==> src/rtl/port_req_queue.sv <==
// Per-port request FIFO: buffers read/write requests, stamps each with a 2-bit tag,
// and limits queued plus in-flight requests to four so tags stay unique per port.
module port_req_queue #(
  parameter int          DEPTH   = 4,
  parameter int          ADDR_W  = 10,
  parameter int          DATA_W  = 16,
  parameter logic [1:0]  PORT_ID = 2'd0
) (
  input  logic              clk,
  input  logic              rst,
  input  logic              in_valid,
  output logic              in_ready,
  input  logic [ADDR_W-1:0] in_addr,
  input  logic [DATA_W-1:0] in_datain,
  input  logic              in_wen,
  output logic              out_valid,
  input  logic              out_ready,
  output logic [ADDR_W-1:0] out_addr,
  output logic [DATA_W-1:0] out_datain,
  output logic              out_wen,
  output logic [1:0]        out_req_tag,
  output logic [1:0]        out_port_id,
  input  logic              rsp_done,
  output logic [2:0]        count,
  output logic [2:0]        inflight
);

  localparam int         PTR_W   = (DEPTH > 1) ? $clog2(DEPTH) : 1;
  localparam logic [2:0] DEPTH_C = 3'(DEPTH);

  typedef struct packed {
    logic [ADDR_W-1:0] addr;
    logic [DATA_W-1:0] datain;
    logic              wen;
    logic [1:0]        tag;
  } entry_t;

  entry_t mem [DEPTH];

  logic [PTR_W-1:0] wp_reg, rp_reg;
  logic [2:0]       count_reg, count_next;
  logic [2:0]       inflight_reg, inflight_next;
  logic [1:0]       next_tag_reg;
  logic [3:0]       credit_used;
  logic             push, pop, retire;
  entry_t           head;

  // Tag credit: queued plus in-flight must stay below four before accepting more.
  assign credit_used = {1'b0, count_reg} + {1'b0, inflight_reg};
  assign in_ready    = (count_reg < DEPTH_C) && (credit_used < 4'd4);
  assign out_valid   = (count_reg != 3'd0);

  assign push   = in_valid && in_ready;
  assign pop    = out_valid && out_ready;
  assign retire = rsp_done && (inflight_reg != 3'd0);

  always_comb begin
    count_next = count_reg;
    if (push && !pop)
      count_next = count_reg + 3'd1;
    else if (pop && !push)
      count_next = count_reg - 3'd1;

    inflight_next = inflight_reg;
    if (pop && !retire)
      inflight_next = inflight_reg + 3'd1;
    else if (retire && !pop)
      inflight_next = inflight_reg - 3'd1;
  end

  always_ff @(posedge clk or posedge rst) begin
    if (rst) begin
      wp_reg       <= '0;
      rp_reg       <= '0;
      count_reg    <= 3'd0;
      inflight_reg <= 3'd0;
      next_tag_reg <= 2'd0;
    end else begin
      if (push) begin
        wp_reg       <= wp_reg + PTR_W'(1);
        next_tag_reg <= next_tag_reg + 2'd1;
      end
      if (pop)
        rp_reg <= rp_reg + PTR_W'(1);
      count_reg    <= count_next;
      inflight_reg <= inflight_next;
    end
  end

  // Storage is not reset; the count register alone decides which entries are live.
  always_ff @(posedge clk) begin
    if (push)
      mem[wp_reg] <= '{addr: in_addr, datain: in_datain, wen: in_wen, tag: next_tag_reg};
  end

  assign head = mem[rp_reg];

  always_comb begin
    out_addr    = '0;
    out_datain  = '0;
    out_wen     = 1'b0;
    out_req_tag = 2'd0;
    if (out_valid) begin
      out_addr    = head.addr;
      out_datain  = head.datain;
      out_wen     = head.wen;
      out_req_tag = head.tag;
    end
  end

  assign out_port_id = PORT_ID;
  assign count       = count_reg;
  assign inflight    = inflight_reg;

endmodule

==> config.mk <==
export PLATFORM = sky130hd
export DESIGN_NAME = port_req_queue
export DESIGN_NICKNAME = d
export VERILOG_FILES = /design/src/rtl/port_req_queue.sv
export SDC_FILE = /design/constraint.sdc
export NUM_CORES = 1
export LEC_CHECK = 0
export CORE_UTILIZATION = 40
export DETAILED_ROUTE_END_ITERATION = 8
export HOLD_SLACK_MARGIN = 0.1
export PLACE_DENSITY = 0.62
export SYNTH_ARGS = -nofsm -noshare
export SYNTH_HDL_FRONTEND = slang
export SYNTH_SLANG_ARGS = --single-unit
==> constraint.sdc <==
create_clock -name clk -period 4 [get_ports clk]
set_clock_uncertainty 0.05 [all_clocks]
set_input_delay 1.2 -clock clk [delete_from_list [all_inputs] [get_ports clk]]
set_output_delay 1.2 -clock clk [all_outputs]
set_load 0.05 [all_outputs]
### Yosys cells after proc, flatten, opt, wreduce, memory -nomap -nowiden

Memory sizes are Yosys's and may differ from the RTL's.
Cells that the tools add are included.

* memories: 1
* word-level logic and storage cells: 41
* output and inout port bits: 39
* register bits after elaboration: 12
* input port bits: 32
* RAM bits: 116

* add/subtract/negate cells: 8
* reduce and logical (&&, ||, !) cells: 15
* muxes and demuxes: 10
* magnitude comparators: 2

Memories
* mem: words 4, bits a word 29, rd ports 1, clocked after Yosys merged registers in 0, write ports 1, RTL line 38 `entry_t mem [DEPTH];`

Operators by type and width (count)
* $mux 16: 1
* $mux 3: 4
* $mux 10: 1
* $logic_and 1x1->1: 8
* $add 2x1->2 const B: 3
* $add 3x1->3 const B: 2
* $reduce_bool 3->1: 2
* $sub 3x1->3 const B: 2
* $add 3x3->4: 1
* $lt 4x3->1 const B: 1
* $reduce_bool 2->1: 2
* $logic_not 1->1: 3
* $lt 3x3->1 const B: 1
* $mux 1: 3
* $mux 2: 1

### Logic depth before layout (Yosys ltp)

* depth in word-level cells: 8
* mapped depth: 10
* mapped depth without buffers: 9

### Worst setup path before layout

Ideal clock, no wire load.

* path kind: flip-flop to output port
* from: reg count_reg[2] (netlist: count[2])
* to: out out_addr[8]
* path buffers: 1
* data arrival time: 2.058 ns
* required time: 2.750 ns
* stages on the path, launching flop included: 4
* path slack: 0.692 ns
* cell sequence: dfrtp_1 or3_1 clkbuf_1 and2_1

* word-level cells in the longest chain between the ends: 2

Ends and longest elaborated chain
* from (decl): RTL line 41 `logic [2:0] count_reg, count_next;`
* from (signal assigned): RTL line 85 `count_reg <= count_next;`
* $reduce_bool 3->1: RTL line 51 `assign out_valid = (count_reg != 3'd0);`
* named net out_valid: RTL line 16 `output logic out_valid,`
* $mux 10: RTL line 103 `if (out_valid) begin`
* to (decl): RTL line 18 `output logic [ADDR_W-1:0] out_addr,`

The timed path passes the listed nets, and every way through them passes these cells.

### Worst setup path after layout

* from: reg count_reg[2] (netlist: count[2])
* to: out in_ready

* word-level cells in the longest chain between the ends: 3
* elaborated cells on any way between the ends: 4
* those cells by class: add/sub: 1; order compare: 2; reduce/logical: 1

Ends and longest elaborated chain
* $add 3x3->4: RTL line 49 `assign credit_used = {1'b0, count_reg} + {1'b0, inflight_reg};`
* $lt 4x3->1: RTL line 50 `assign in_ready = (count_reg < DEPTH_C) && (credit_used < 4'd4);`
* $logic_and 1x1->1 *: RTL line 50
* to (decl): RTL line 12 `output logic in_ready,`

Mark *: on every way between the ends. The rest lies on a longest branch, timed or not.

==> metrics <==
DRT Wirelength 9030 um; TritonRoute pass-1 iters 4; ant diodes 0; largest net degree at the start of global routing 32; Detail Route Antenna Nets 0; total gr overflow 0; row count 40; starting utilization of the core area 41.8%; RePlAce Congestion 0.708; Root Driver clkbuf_16; CP arrival 2.36 ns; Filler Cell Count between 900 and 1,000; area growth from synthesis to layout 31.1%; synth warn 0; Post-Synth Adder-Cell Area 2.75%; Final Instance Count excl. Fillers around 510; worst setup path startpoint count[2]; area of the multi-input gates 0.00122 sq mm; share of cells above drive strength 1 30.6%; worst slack, placed 0.771 ns; Cell variety after synth 25; Final period util 90.1%; max reg flops roughly 120; IO buf count 68; Hold Crit Class flop to flop; CP endpoint kind output pin; final setup margin between 0.3 and 0.4 ns; clk buf depth 2; Vert. Die Dim 115 um; Post-CTS Setup Inserts 0; max frequency 277 MHz; DRC viols 0; max cap viols 0; post-synth top area share 68.3%; Clock Sinks 128; vias in the first global route 2,551; Synth area leader edfxtp_1; Crit Path Category flop to output pin; Final nets 372; startpoint of the worst hold path inflight[2]; r2r endpoint count[2]; register area 0.00378 sq mm; I/O pins a little over 70; WP data required 2.75 ns; mux contribution to synthesized area 13.5%; total power about 0.0060 W; most common cell after layout, fill and taps aside edfxtp_1; Worst IR Drop VDD 0.548 mV; largest family of logic cells by synthesized area multiplexers; sequential-to-total area share from yosys stat roughly three quarters; post-synthesis compound-gate area fraction 0.147%; Vias 2,492; Die W ~110 um; CP Max Fanout 5; R2R Setup Slk 1.39 ns; cts bufs inserted 17; DP Wirelength 5670 um; Hold Path Sink inflight[2]; Worst-Skew Late Latency 0.41 ns; XOR/XNOR share of the synthesized area 1.89%; number of DRC markers in iteration 0 156; Slew Viols, Final 0; Syn Inst Count 244; Tmin final ~3.6 ns; H-Tree Level Count 4; #FFs+latches synth 128; final instance area 0.00669 sq mm; RSZ-0062 raised after global routing false; Via density ~4.9; Fin. Hold Viols 0; static leakage 2.34 nW; initial antenna violation count 0; run status finished clean; Slew HR 66.0%; first-pass GRT wire length 14,100 um; clock-pin slew on the worst setup and hold paths 0.06 ns; Synth Area per Inst 20.9 sq um; dpl cells 479; Die ar. 0.0132 sq mm; ranking of synthesized cells by area edfxtp_1 68%, mux4_2 12%, dfrtp_1 5.9%; Area after DPL 0.00605 sq mm; # resized after CTS 0; Worst Hold Depth 1; most frequent cells in the layout 116 x edfxtp_1, 39 x clkdlybuf4s50_1, 30 x and2_1; worst reg2reg path startpoint count[2]; worst r2r path cells 9; core area 0.0122 sq mm; Synth Cell Area about 0.005 sq mm; Setup Viol. Count Final 0; Worst setup SP type flop; P per Cell Area 891 mW/mm^2; Total GRT Usage between 15 and 20%; CTS tree yes; Hold Buf Count CTS 0; Tightest Pin Transition 0.508 ns; Final TNS setup 0 ns; Avg WL per Cell 17.7 um; Post-Synth Simple-Gate Area 5.37%
-- layer usage --
metal | vias up | global-route usage, % | wire length (um)
met1 | 1278 | 19.2 | 4080
li1 | 1131 | - | -
met4 | 0 | 7.53 | 104
met5 | - | 0 | 0
met2 | 73 | 23.5 | 4360
met3 | 10 | 5.06 | 484
-- synthesized netlist by cell type --
library cell and count:
and2_1 34, and3_1 1, buf_2 2, buf_4 2, buf_6 4, clkbuf_1 4, conb_1 1, dfrtp_1 12
edfxtp_1 116, fa_1 2, ha_1 8, inv_1 6, mux2_1 1, mux2_2 2, mux4_1 1, mux4_2 28
nand2_1 1, nand3_1 2, nand4_1 1, nor2_1 2, nor4_4 1, o31ai_1 1, or3_1 1, xnor2_1 6
xor2_1 5
-- kinds of logic after synthesis --
| logic type | after synthesis |
|---|---|
| buffers and inverters | 18 |
| other | 1 |
| DFF | 128 |
| muxes | 32 |
| adders and majority gates | 10 |
| and+or+nand+nor | 43 |
| AOI/OAI and AO/OA | 1 |
| xor gates and xnor gates | 11 |
-- worst max path at each step --
stage	slack, ns	depth (start not counted)	end
2_1_floorplan	0.69	3	out_addr[8]
3_3_place_gp	0.80	8	count[2]
3_5_place_dp	0.77	4	mem[1][2]
4_1_cts	0.36	4	in_ready
5_1_grt	0.30	4	in_ready
6_report	0.39	4	in_ready
-- where the power goes --
part | switching, W | total, W | internal (W)
registers | 0.000103 | 0.00175 | 0.00165
clock network | 0.000547 | 0.00165 | 0.00111
logic | 0.00153 | 0.00256 | 0.00103
-- final cells by class --
type / count / area share (%)
flip-flops and latches: 128 / 56.6
multi-input cells: 99 / 18.2
inverters: 6 / 0.337
clock inverters: 13 / 3.16
clock buffers: 19 / 6.47
repair buffers: 78 / 12.1
well taps: 168 / 3.14
-- metrics by stage --
step	hold WS, ns	util (%)
2_1_floorplan	0.439	-
3_3_place_gp	0.462	49.5
3_5_place_dp	0.466	49.5
4_1_cts	0.479	54.8
5_1_grt	0.510	54.8
6_report	0.477	54.8
-- worst max-delay path: stages, from the launching register on --
cell and delay (ns):
dfrtp_1 0.45, ha_1 0.26, nor4_4 0.28, and2_1 0.16, clkdlybuf4s50_1 0.79
Power figures use the tool's default switching activity.
